`config.mk`:
```
export PLATFORM = sky130hd
export DESIGN_NAME = serial_adder
export DESIGN_NICKNAME = d
export VERILOG_FILES = /design/src/rtl/serial_adder.sv
export SDC_FILE = /design/constraint.sdc
export NUM_CORES = 1
export LEC_CHECK = 0
export BUFFER_PORTS_ARGS = -buffer_cell sky130_fd_sc_hd__buf_2
export CELL_PAD_IN_SITES_DETAIL_PLACEMENT = 0
export CELL_PAD_IN_SITES_GLOBAL_PLACEMENT = 2
export CORE_MARGIN = 2
export CORE_UTILIZATION = 35
export CTS_CLUSTER_DIAMETER = 50
export DETAILED_ROUTE_END_ITERATION = 10
export GPL_ROUTABILITY_DRIVEN = 0
export PLACE_DENSITY = 0.86
export REMOVE_ABC_BUFFERS = 1
export SYNTH_ARGS = -nofsm -noshare
export SYNTH_HDL_FRONTEND = slang
export SYNTH_SLANG_ARGS = --single-unit
export TNS_END_PERCENT = 30
```
`constraint.sdc`:
```
create_clock -name clk -period 1.8 [get_ports clk]
set_input_delay 0.09 -clock clk [delete_from_list [all_inputs] [get_ports clk]]
set_output_delay 0.09 -clock clk [all_outputs]
set_load 0.03 [all_outputs]
```
`src/rtl/serial_adder.sv`:
```
// serial_adder: bit-serial adder built from one full-adder cell and a carry
// flip-flop. Two WIDTH-bit operands are added LSB-first, one bit per clock,
// behind a start/busy/done handshake. sum/cout hold the last completed result.
//
// Optional feature macro: SERIAL_ADDER_SUB_EN
//   When defined, a 'sub' input is added and captured with the operands;
//   sub=1 computes a-b (two's complement: ~b with carry-in forced to 1), and
//   cout=1 then means "no borrow". When undefined the block only adds.
module serial_adder #(
  parameter int WIDTH = 8
) (
  input  logic             clk,
  input  logic             rst_n,
  input  logic             start,
  input  logic [WIDTH-1:0] a,
  input  logic [WIDTH-1:0] b,
  input  logic             cin,
`ifdef SERIAL_ADDER_SUB_EN
  input  logic             sub,
`endif
  output logic             busy,
  output logic             done,
  output logic [WIDTH-1:0] sum,
  output logic             cout
);

  localparam int CW = $clog2(WIDTH + 1);

  typedef enum logic [1:0] {
    IDLE = 2'd0,
    RUN  = 2'd1,
    DONE = 2'd2
  } state_t;

  state_t           state_q;
  logic [WIDTH-1:0] a_sh_q;
  logic [WIDTH-1:0] b_sh_q;
  logic [WIDTH-1:0] acc_q;
  logic             carry_q;
  logic [CW-1:0]    cnt_q;
  logic             busy_q;
  logic             done_q;
  logic [WIDTH-1:0] sum_q;
  logic             cout_q;

  logic             sub_w;
  logic [WIDTH-1:0] b_load_d;
  logic             c_load_d;
  logic             sum_bit_d;
  logic             carry_d;
  logic [WIDTH-1:0] acc_d;
  logic             last_bit_d;

`ifdef SERIAL_ADDER_SUB_EN
  assign sub_w = sub;
`else
  assign sub_w = 1'b0;
`endif

  // Full-adder cell on the current LSBs, operand-load selection and last-bit detect.
  always_comb begin
    // NOTE: combinational blocks use blocking '=' and assign every output on every path, so no latch is inferred.
    b_load_d   = sub_w ? ~b : b;
    c_load_d   = sub_w ? 1'b1 : cin;
    sum_bit_d  = a_sh_q[0] ^ b_sh_q[0] ^ carry_q;
    carry_d    = (a_sh_q[0] & b_sh_q[0]) | (carry_q & (a_sh_q[0] ^ b_sh_q[0]));
    acc_d      = {sum_bit_d, acc_q[WIDTH-1:1]};
    last_bit_d = (cnt_q == CW'(WIDTH - 1));
  end

  // Control FSM and datapath registers; all outputs come straight from flops.
  always_ff @(posedge clk or negedge rst_n) begin
    if (!rst_n) begin
      // NOTE: sequential state uses non-blocking '<=' so every flop samples pre-edge values.
      state_q <= IDLE;
      a_sh_q  <= '0;
      b_sh_q  <= '0;
      acc_q   <= '0;
      carry_q <= 1'b0;
      cnt_q   <= '0;
      busy_q  <= 1'b0;
      done_q  <= 1'b0;
      sum_q   <= '0;
      cout_q  <= 1'b0;
    end else begin
      case (state_q)
        IDLE: begin
          done_q <= 1'b0;
          if (start) begin
            a_sh_q  <= a;
            b_sh_q  <= b_load_d;
            carry_q <= c_load_d;
            cnt_q   <= '0;
            busy_q  <= 1'b1;
            state_q <= RUN;
          end
        end
        RUN: begin
          a_sh_q  <= {1'b0, a_sh_q[WIDTH-1:1]};
          b_sh_q  <= {1'b0, b_sh_q[WIDTH-1:1]};
          acc_q   <= acc_d;
          carry_q <= carry_d;
          cnt_q   <= cnt_q + CW'(1);
          if (last_bit_d) begin
            sum_q   <= acc_d;
            cout_q  <= carry_d;
            busy_q  <= 1'b0;
            done_q  <= 1'b1;
            state_q <= DONE;
          end
        end
        DONE: begin
          done_q  <= 1'b0;
          state_q <= IDLE;
        end
        default: begin
          busy_q  <= 1'b0;
          done_q  <= 1'b0;
          state_q <= IDLE;
        end
      endcase
    end
  end

  assign busy = busy_q;
  assign done = done_q;
  assign sum  = sum_q;
  assign cout = cout_q;

endmodule

```
==> reports/summary.log <==
[drt] antenna violation net count after detailed routing 0
[placement] number of buffer cells added on primary ports 30
[floorplan] height of the die 75.9 µm
[logic_synthesis] area share of the largest cell type after synthesis 0.567
[grt] number of global-route vias before repair 1307
[worst_setup_path] critical path required time 1970 ps
[clock_network] number of clock buffers inserted by TritonCTS 5
[worst_setup_path] critical path class flop to flop
[cells_and_area] Post-Route Utilization 0.428
[logic_synthesis] Async SR Flop Fraction 1.00
[logic_synthesis] post-synthesis instance area 1810 µm²
[drt] total detailed-routing wirelength 3660 µm
[timing] shortest clock period the worst path allows after layout 1520 ps
[run] max-capacitance violation count 0
[clock_network] H-Tree Level Count 2
[logic_synthesis] dominant cell type by area after synthesis sky130_fd_sc_hd__dfrtp_1
[power_and_ir_drop] leakage power summed over all cells 1.04 nW
[cells_and_area] share of cells above drive strength 1 0.294
[power_and_ir_drop] Switching Power 1.29 mW
[power_and_ir_drop] power share of the clock group 0.167
[worst_setup_path] internal reg-to-reg setup slack 280 ps
[worst_setup_path] peak fanout along the critical path 10
[cells_and_area] synth-to-layout area growth 19.2%
[min_path] hold path startpoint a[7]
[floorplan] initial core utilization 0.359
[clock_network] buffer levels on the longest clock path 2
[logic_synthesis] cells taking the most area after synthesis sky130_fd_sc_hd__dfrtp_1 57%, sky130_fd_sc_hd__mux2_4 7.5%, sky130_fd_sc_hd__nand2_1 7.0%, sky130_fd_sc_hd__a22oi_1 5.8%, sky130_fd_sc_hd__o21ai_0 5.5%
[clock_network] count of buffers added by post-CTS timing repair for setup 0
[timing] clock skew 9.42 ps
[timing] Highest Clock Rate 659 MHz
[timing] Final Hold Violating Endpoints 0
[timing] sum of negative setup slack 0 ps
[drt] length of the first detailed-routing pass in iterations 4
[timing] Final period util 0.843
[drt] residual DRC count 0
[floorplan] Die Width 75.9 µm
[worst_setup_path] path depth of the worst reg2reg path 4
[worst_setup_path] RR Endpoint sum[2]
[timing] Max-slew headroom 0.648
[cells_and_area] Finished Cell Area 2160 µm²
[worst_setup_path] crit end category flop
[min_path] worst hold endpoint a_sh_q[7]
[logic_synthesis] most used flip-flop cell after synthesis sky130_fd_sc_hd__dfrtp_1
[grt] global-route wire length before repair 6360 µm
[power_and_ir_drop] combinational share of power 0.388
[logic_synthesis] portion of the post-synthesis area used by sequential elements 0.567
[floorplan] Row Count 26
[power_and_ir_drop] worst supply voltage drop on vdd 576 µV
[clock_network] number of clock sinks seen by CTS 41
[power_and_ir_drop] Sequential Power Share 0.445
[timing] Least-Margin Pin Slew 528 ps
[drt] detail-routed net length per standard cell 13.3 µm
[grt] overall fraction of global-route tracks in use 0.138
[grt] largest net degree at the start of global routing 42
[drt] number of DRC markers after the initial detailed-route iteration 34
[grt] total grt overflow 0
[clock_network] TritonCTS clock tree yes
[power_and_ir_drop] internal power contribution 2.15 mW
[timing] total count of max-transition violations in the final report 0
[drt] vias per cell 4.74
[cells_and_area] count of inserted antenna diode cells 0
[outcome] outcome complete, no violations
[logic_synthesis] Synth Area per Inst 10.9 µm²
[logic_synthesis] number of flops mapped to enable cells by yosys 0
[worst_setup_path] kind of launch point of the worst setup path flop
[min_path] hold-critical path depth 2
[floorplan] area of the core 5040 µm²
[cells_and_area] total number of nets in the final design 225
[grt] antenna violations before repair 0
[clock_network] Clock Latency Late Sink 290 ps
[logic_synthesis] #FFs+latches synth 41
[min_path] class of the tightest hold or removal check primary input to flop
[clock_network] clock root buffer sky130_fd_sc_hd__clkbuf_8
[drt] number of vias in the routed layout 1299
[timing] Post-Route Hold Slack 48.3 ps
[power_and_ir_drop] switching fraction of total power 0.376
[logic_synthesis] YS warnings 0
[worst_setup_path] data arrival time of the critical path 1690 ps
[timing] RSZ-0062 raised after global routing no
[floorplan] floorplan die area 5760 µm²
[floorplan] boundary pin count 31
[placement] half-perimeter wire length after placement 2460 µm
[logic_synthesis] Post-Synthesis Cells 166
[logic_synthesis] count of unique library cells instantiated by Yosys 27
[clock_network] Worst-path clk slew 80 ps
[power_and_ir_drop] P per Cell Area 1600 nW/µm²
[worst_setup_path] critical register-to-register path startpoint cnt_q[0]
[timing] # setup viols final 0
[placement] Area after DPL 2070 µm²
## routing by layer
| metal | vias to the layer above | track usage | wire [µm] |
|---|---|---|---|
| met5 | - | 0 | 0 |
| li1 | 645 | - | - |
| met3 | 5 | 0.0345 | 162 |
| met2 | 32 | 0.205 | 1550 |
| met1 | 617 | 0.195 | 1910 |
| met4 | 0 | 0.0491 | 38 |
## worst max path at each step
stage / start / to / cells past startpoint
floorplan: state_q[0] / cout / 3
global placement: cnt_q[0] / cout / 4
detailed placement: cnt_q[0] / cout / 4
CTS: cnt_q[0] / sum[2] / 4
global route: cnt_q[0] / sum[0] / 4
finish: cnt_q[0] / sum[2] / 4
## synth_stat cells, types with 2 or more instances
| library cell | count |
|---|---|
| sky130_fd_sc_hd__a21oi_1 | 8 |
| sky130_fd_sc_hd__a22oi_1 | 14 |
| sky130_fd_sc_hd__buf_2 | 4 |
| sky130_fd_sc_hd__clkbuf_1 | 5 |
| sky130_fd_sc_hd__dfrtp_1 | 41 |
| sky130_fd_sc_hd__mux2_4 | 9 |
| sky130_fd_sc_hd__nand2_1 | 34 |
| sky130_fd_sc_hd__nand2b_1 | 2 |
| sky130_fd_sc_hd__nand3_1 | 2 |
| sky130_fd_sc_hd__nor2_1 | 3 |
| sky130_fd_sc_hd__nor2b_1 | 9 |
| sky130_fd_sc_hd__o21ai_0 | 20 |
## layout by cell type, fill, tap and decap left out
| cell type | netlist | routed |
|---|---|---|
| sky130_fd_sc_hd__clkbuf_1 | 5 | 1 |
| sky130_fd_sc_hd__o21ai_0 | 20 | 20 |
| sky130_fd_sc_hd__fa_1 | 1 | 1 |
| sky130_fd_sc_hd__ha_1 | 1 | 1 |
| sky130_fd_sc_hd__buf_4 | 1 | 10 |
| sky130_fd_sc_hd__clkbuf_8 | 0 | 5 |
| sky130_fd_sc_hd__and3b_4 | 1 | 1 |
| sky130_fd_sc_hd__and2_1 | 1 | 1 |
| sky130_fd_sc_hd__nor2b_1 | 9 | 9 |
| sky130_fd_sc_hd__nand2b_1 | 2 | 2 |
| sky130_fd_sc_hd__a22oi_1 | 14 | 14 |
| sky130_fd_sc_hd__o311ai_0 | 1 | 1 |
| sky130_fd_sc_hd__nand3_1 | 2 | 2 |
| sky130_fd_sc_hd__dfrtp_1 | 41 | 41 |
| sky130_fd_sc_hd__o21bai_2 | 1 | 1 |
| sky130_fd_sc_hd__a22o_1 | 1 | 1 |
| sky130_fd_sc_hd__and2_4 | 1 | 1 |
| sky130_fd_sc_hd__buf_2 | 4 | 30 |
| sky130_fd_sc_hd__nand2_1 | 34 | 34 |
| sky130_fd_sc_hd__a31oi_1 | 1 | 1 |
| sky130_fd_sc_hd__and2b_4 | 1 | 1 |
| sky130_fd_sc_hd__nor2_1 | 3 | 3 |
| sky130_fd_sc_hd__a32o_1 | 1 | 1 |
| sky130_fd_sc_hd__mux2i_1 | 1 | 1 |
| sky130_fd_sc_hd__dlygate4sd3_1 | 0 | 1 |
| sky130_fd_sc_hd__mux2_4 | 9 | 9 |
| sky130_fd_sc_hd__a21oi_1 | 8 | 8 |
| sky130_fd_sc_hd__clkinv_2 | 0 | 2 |
| sky130_fd_sc_hd__inv_1 | 1 | 1 |
## registers in the layout, summed over array words and instances, names as in the netlist
name,count
cnt_q,4
b_sh_q,8
busy,1
sum,8
done,1
carry_q,1
cout,1
acc_q,7
a_sh_q,8
state_q,2
## critical path, stage by stage, from the launching register on
cell	delay, ps
sky130_fd_sc_hd__dfrtp_1	380
sky130_fd_sc_hd__ha_1	210
sky130_fd_sc_hd__and3b_4	230
sky130_fd_sc_hd__and2_4	260
sky130_fd_sc_hd__mux2_4	320
## what timing repair did
item,4_1_cts,5_1_grt
hold buffers,1,0
endpoints found under the hold margin,41,0
resized for setup,0,0
## metrics by stage
step                cells  power (mW)  setup slack, ps
floorplan             155        2.43              197
global placement      265        2.87              330
detailed placement    265        2.90              293
CTS                   274        3.49              273
global route          274        3.73              204
finish                274        3.45              282
## power groups by stage
stage               clock network, mW  logic (mW)  registers, mW
global placement                    0        1.32           1.55
detailed placement                  0        1.35           1.55
finish                          0.575        1.34           1.53
CTS                             0.601        1.36           1.54
global route                    0.650        1.49           1.60
floorplan                           0       0.705           1.73
## area by class of cell
type | instances | area [µm²]
inverter | 1 | 3.75
timing repair buffer | 41 | 235
clock inverter | 2 | 10.0
multi-input combinational | 113 | 723
tap | 70 | 87.6
sequential | 41 | 1030
fill | 513 | 2880
clock buffer | 6 | 72.6
## logic make-up after synthesis
family                   share of synthesized area
AND/OR/NAND/NOR                              0.141
AO/OA/AOI/OAI                                0.160
flip-flops                                   0.567
buffers and inverters                       0.0339
multiplexers                                0.0802
adder cells (fa/ha/maj)                     0.0180
(Power assumes the default switching activity.)
